[src/rtl/fpga_exit_led_reporter.sv]
// Latches the first SoC exit event and reports it on a status LED: solid for pass,
// repeating N-blink bursts separated by a dark gap for fail. Also drives the clock heartbeat LED.
module fpga_exit_led_reporter #(
    parameter int TICK_DIV             = 12_500_000,
    parameter int GAP_TICKS            = 4,
    parameter int CODE_BITS            = 4,
    parameter int CLK_LED_COUNT_LENGTH = 27
) (
    input  logic                 clk_i,
    input  logic                 rst_ni,
    input  logic                 exit_valid_i,
    input  logic [31:0]          exit_value_i,
    output logic                 heartbeat_o,
    output logic                 status_led_o,
    output logic                 done_o,
    output logic                 pass_o,
    output logic [CODE_BITS-1:0] exit_code_o
);

    localparam int PW = (TICK_DIV > 1) ? $clog2(TICK_DIV) : 1;
    localparam int GW = $clog2(GAP_TICKS + 1);
    localparam int BW = CODE_BITS + 1;

    typedef enum logic [2:0] {
        S_IDLE,
        S_PASS,
        S_FAIL_ON,
        S_FAIL_OFF,
        S_GAP
    } state_t;

    state_t                         state_q, state_d;
    logic [CLK_LED_COUNT_LENGTH-1:0] hb_q;
    logic [PW-1:0]                  presc_q, presc_d;
    logic [BW-1:0]                  blink_q, blink_d;
    logic [GW-1:0]                  gap_q, gap_d;
    logic                           done_q, pass_q;
    logic [CODE_BITS-1:0]           code_q;
    logic                           tick;
    logic                           latch;
    logic                           led;

    // A zero code field on a nonzero value means the full 2^CODE_BITS blinks.
    function automatic logic [BW-1:0] blink_count(input logic [CODE_BITS-1:0] code,
                                                  input logic nonzero);
        if (code == '0 && nonzero) begin
            return BW'(1) << CODE_BITS;
        end
        return {1'b0, code};
    endfunction

    assign tick  = (presc_q == PW'(TICK_DIV - 1));
    assign latch = (state_q == S_IDLE) && exit_valid_i;

    always_comb begin
        presc_d = presc_q + PW'(1);
        if (latch || tick) begin
            presc_d = '0;
        end
    end

    always_comb begin
        state_d = state_q;
        blink_d = blink_q;
        gap_d   = gap_q;
        led     = 1'b0;
        case (state_q)
            S_IDLE: begin
                if (exit_valid_i) begin
                    if (exit_value_i == 32'd0) begin
                        state_d = S_PASS;
                    end else begin
                        state_d = S_FAIL_ON;
                        blink_d = blink_count(exit_value_i[CODE_BITS-1:0], 1'b1);
                    end
                end
            end
            S_PASS: begin
                led = 1'b1;
            end
            S_FAIL_ON: begin
                led = 1'b1;
                if (tick) begin
                    if (blink_q > BW'(1)) begin
                        blink_d = blink_q - BW'(1);
                        state_d = S_FAIL_OFF;
                    end else begin
                        gap_d   = GW'(GAP_TICKS);
                        state_d = S_GAP;
                    end
                end
            end
            S_FAIL_OFF: begin
                if (tick) begin
                    state_d = S_FAIL_ON;
                end
            end
            S_GAP: begin
                if (tick) begin
                    gap_d = gap_q - GW'(1);
                    if (gap_q == GW'(1)) begin
                        state_d = S_FAIL_ON;
                        blink_d = blink_count(code_q, !pass_q);
                    end
                end
            end
            default: begin
                state_d = S_IDLE;
            end
        endcase
    end

    always_ff @(posedge clk_i) begin
        if (!rst_ni) begin
            state_q <= S_IDLE;
            hb_q    <= '0;
            presc_q <= '0;
            blink_q <= '0;
            gap_q   <= '0;
            done_q  <= 1'b0;
            pass_q  <= 1'b0;
            code_q  <= '0;
        end else begin
            state_q <= state_d;
            hb_q    <= hb_q + 1'b1;
            presc_q <= presc_d;
            blink_q <= blink_d;
            gap_q   <= gap_d;
            if (latch) begin
                done_q <= 1'b1;
                pass_q <= (exit_value_i == 32'd0);
                code_q <= exit_value_i[CODE_BITS-1:0];
            end
        end
    end

    assign heartbeat_o  = hb_q[CLK_LED_COUNT_LENGTH-1];
    assign status_led_o = led;
    assign done_o       = done_q;
    assign pass_o       = pass_q;
    assign exit_code_o  = code_q;

endmodule
[config.mk]
export PLATFORM = sky130hd
export DESIGN_NAME = fpga_exit_led_reporter
export DESIGN_NICKNAME = d
export VERILOG_FILES = /design/src/rtl/fpga_exit_led_reporter.sv
export SDC_FILE = /design/constraint.sdc
export NUM_CORES = 1
export LEC_CHECK = 0
export BUFFER_PORTS_ARGS = -buffer_cell sky130_fd_sc_hd__buf_2
export CORE_MARGIN = 2
export CORE_UTILIZATION = 58
export DETAILED_ROUTE_END_ITERATION = 12
export PLACE_DENSITY = 0.8
export REMOVE_ABC_BUFFERS = 1
export SETUP_SLACK_MARGIN = 0.05
export SLEW_MARGIN = 20
export SYNTH_ARGS = -nofsm -noshare
export SYNTH_HDL_FRONTEND = slang
export SYNTH_SLANG_ARGS = --single-unit
[constraint.sdc]
create_clock -name clk_i -period 1.84 [get_ports clk_i]
set_input_delay 0.184 -clock clk_i [delete_from_list [all_inputs] [get_ports clk_i]]
set_output_delay 0.184 -clock clk_i [all_outputs]
set_load 0.1 [all_outputs]
==> impl_metrics.tcl <==
set metrics [dict create \
    finalSetupViolations 0 \
    status "finished clean" \
    gp_congestion 0.886 \
    overflow 0 \
    grt_pass1_vias 2823 \
    setup_tns_ns 0 \
    p_comb_frac 0.342 \
    crit_arrival_ns 1.94 \
    io_buffers 42 \
    worstPathRequired_ns 2.08 \
    wl_mm 7.79 \
    core-area_um2 5960 \
    dp_cells 523 \
    ctsHtreeMaxLevel 3 \
    die_area_um2 6810 \
    critPathCaptureType "flip-flop" \
    met3_length_um 430 \
    synth-edff-count 0 \
    utilization 0.712 \
    dr.pass1.iters 4 \
    vias_per_cell 5.62 \
    hold_viol_final 0 \
    drc 0 \
    path_clk_slew_ns 0.08 \
    switching_share 0.366 \
    hold_class "in -> reg" \
    clkPwrFrac 0.271 \
    worst_slew_margin_rel 0.666 \
    stdcell_area_um2 4240 \
    fp-row-count 28 \
    layout-drive-gt1-share 0.239 \
    clock-sinks 68 \
    switchingPower_w 0.00163 \
    worstSetupStartpointType "flip-flop" \
    drv_cap 0 \
    min_period_over_period 0.925 \
    ys_warn_count 0 \
    seq_power_share 0.387 \
    async_flop_share 0 \
    wire_per_inst_um 14.3 \
    wl_met2_mm 3.82 \
    ir_drop_v 0.000806 \
    antenna_found_initial 0 \
    min_period_ns 1.70 \
    drtAntennaViolNets 0 \
    area_growth_pct 18.5 \
    grt_pass1_wl_mm 12.3 \
    clk_latency_ns 0.35 \
    dr.max_layer_used "met4" \
    slew_violations 0 \
    grt_max_degree 29 \
    die_w_um 82.5 \
    yosysSeqAreaShare 0.380 \
    track_usage 0.234 \
    post_dp_cell_area_um2 3950 \
    fin_cells 543 \
    nets 504 \
    diodes 0 \
    worst-path-max-fanout 5 \
    start_util 0.601 \
    ys_seq_elements 68 \
    syn_avg_cell_area_um2 8.86 \
    ys.flop_type "dfxtp_1" \
    cts_buffers 9 \
    cts_tree "done" \
    fin_worst_skew_ns 0.0137 \
    vias 3051 \
    die_y_um 82.5 \
    io_pins 43 \
    fmax_ghz 0.587 \
    intPower_w 0.00283 \
    worst_pin_slew_ns 0.504 \
    rsz0062_at_grt "false" \
    root_buffer "clkbuf_8" \
    synth_cells 404 \
    critical_path_class "reg -> reg" \
    dp_hpwl_mm 5.38 \
    drt_iter0_markers 147 \
    cts_buffer_depth 2 \
    met1_length_mm 3.37 \
    synth_cell_types 61 \
    p_leak_nw 1.60 \
    p_per_area_nw_per_um2 1050 \
    syn-cell-area_um2 3580 \
]
[worst max-delay path, stage by stage, from the launching register on]
cell and delay, ns:
dfxtp_4 0.36, ha_4 0.17, nand3_1 0.10, and4bb_4 0.27, a21oi_2 0.24, nor3_4 0.07, buf_6 0.14, o221a_2 0.25
[cells in the mapped netlist, drive strengths merged (2+ instances only)]
cell / count / area [µm²]
o221a: 4 / 45.0
a21boi: 6 / 45.1
ha: 6 / 75.1
o211ai: 3 / 22.5
a21oi: 6 / 33.8
mux2i: 4 / 40.0
nor4: 14 / 160
inv: 12 / 45.0
xor2: 11 / 96.3
nor3b: 2 / 15.0
nor2: 48 / 183
buf: 5 / 37.5
nand4: 20 / 138
and4: 7 / 61.3
o2bb2ai: 2 / 17.5
nor2b: 5 / 31.3
nand3: 22 / 110
nor3: 12 / 76.3
o21bai: 2 / 15.0
or2: 2 / 12.5
o21ai: 4 / 20.0
o22ai: 3 / 18.8
o221ai: 3 / 26.3
nand2b: 3 / 18.8
and2: 24 / 150
dfxtp: 68 / 1360
clkbuf: 10 / 38.8
a211oi: 4 / 30.0
xnor2: 39 / 342
nand2: 31 / 124
and3: 4 / 25.0
[path summary, 6_finish.rpt]
kind                                       from              to  slack [ns]  depth (start not counted)
worst max register to register       presc_q[0]      blink_q[4]        0.14                          7
worst max-delay path                 presc_q[0]      blink_q[4]        0.14                          7
worst min register to register       presc_q[0]      presc_q[0]        0.45                          1
worst min-delay path            exit_value_i[0]  exit_code_o[0]        0.16                          3
[cells in the final DEF, fill, tap and decap left out, types with 8 or more instances in the layout]
cell type  synthesis  final
dfxtp_1           68     63
nor2_1            47     47
buf_2              3     41
xnor2_1           39     39
nand2_1           30     30
and2_1            24     24
nand3_1           22     22
buf_4              0     20
nand4_1           18     18
inv_1             12     12
xor2_1            11     11
clkbuf_8           0      9
nor3_1            10      8
nor4_1             8      8
[per-stage QoR]
stage	power (W)	worst slack (ns)	hold slack, ns
floorplan	0.00274	-0.246	0.305
global placement	0.00314	0.140	0.441
detailed placement	0.00318	0.0224	0.446
CTS	0.00443	0.0784	0.151
global route	0.00468	0.0441	0.178
finish	0.00446	0.137	0.163
[cell families after synthesis]
| kind of cell | after synthesis | share of synthesized area |
|---|---|---|
| adders and majority gates | 6 | 0.0210 |
| DFF | 68 | 0.380 |
| xor gates and xnor gates | 50 | 0.122 |
| and+or+nand+nor | 202 | 0.331 |
| buffers and inverters | 28 | 0.0350 |
| muxes | 4 | 0.0112 |
| AOI/OAI and AO/OA | 46 | 0.0986 |
[state kept, by name (all words and copies together), names as in the netlist]
| name | count |
|---|---|
| exit_code_o | 4 |
| state_q | 3 |
| done_o | 1 |
| gap_q | 3 |
| blink_q | 5 |
| presc_q | 24 |
| pass_o | 1 |
| hb_q | 27 |
[power by group through the flow]
stage                     clock [W]  sequential, W  combinational [W]
after floorplan                   0        0.00188           0.000853
after CTS                   0.00123        0.00171            0.00150
after global placement            0        0.00173            0.00141
after detailed placement          0        0.00173            0.00145
final                       0.00121        0.00173            0.00153
after global routing        0.00129        0.00174            0.00164
[final cells by class]
type,count,area (µm²)
multi-input cells,308,2150
fillers,439,1710
flip-flops and latches,68,1370
repair buffers,63,387
clock buffers,10,128
well taps,75,93.8
clock inverters,6,65.1
inverters,13,48.8
[metal layers]
| metal | GRT usage | vias up |
|---|---|---|
| met5 | 0 | - |
| met4 | 0.0869 | 0 |
| met3 | 0.0620 | 21 |
| met2 | 0.387 | 78 |
| met1 | 0.292 | 1416 |
| li1 | - | 1536 |
[repair_timing]
item	CTS	global route
setup endpoints to repair	6	17
pin swaps	2	5
buffers inserted	1	3
hold buffers	0	0
resized for setup	2	16
hold endpoints to repair	0	0
No activity file was read; power rests on OpenSTA's default activity.
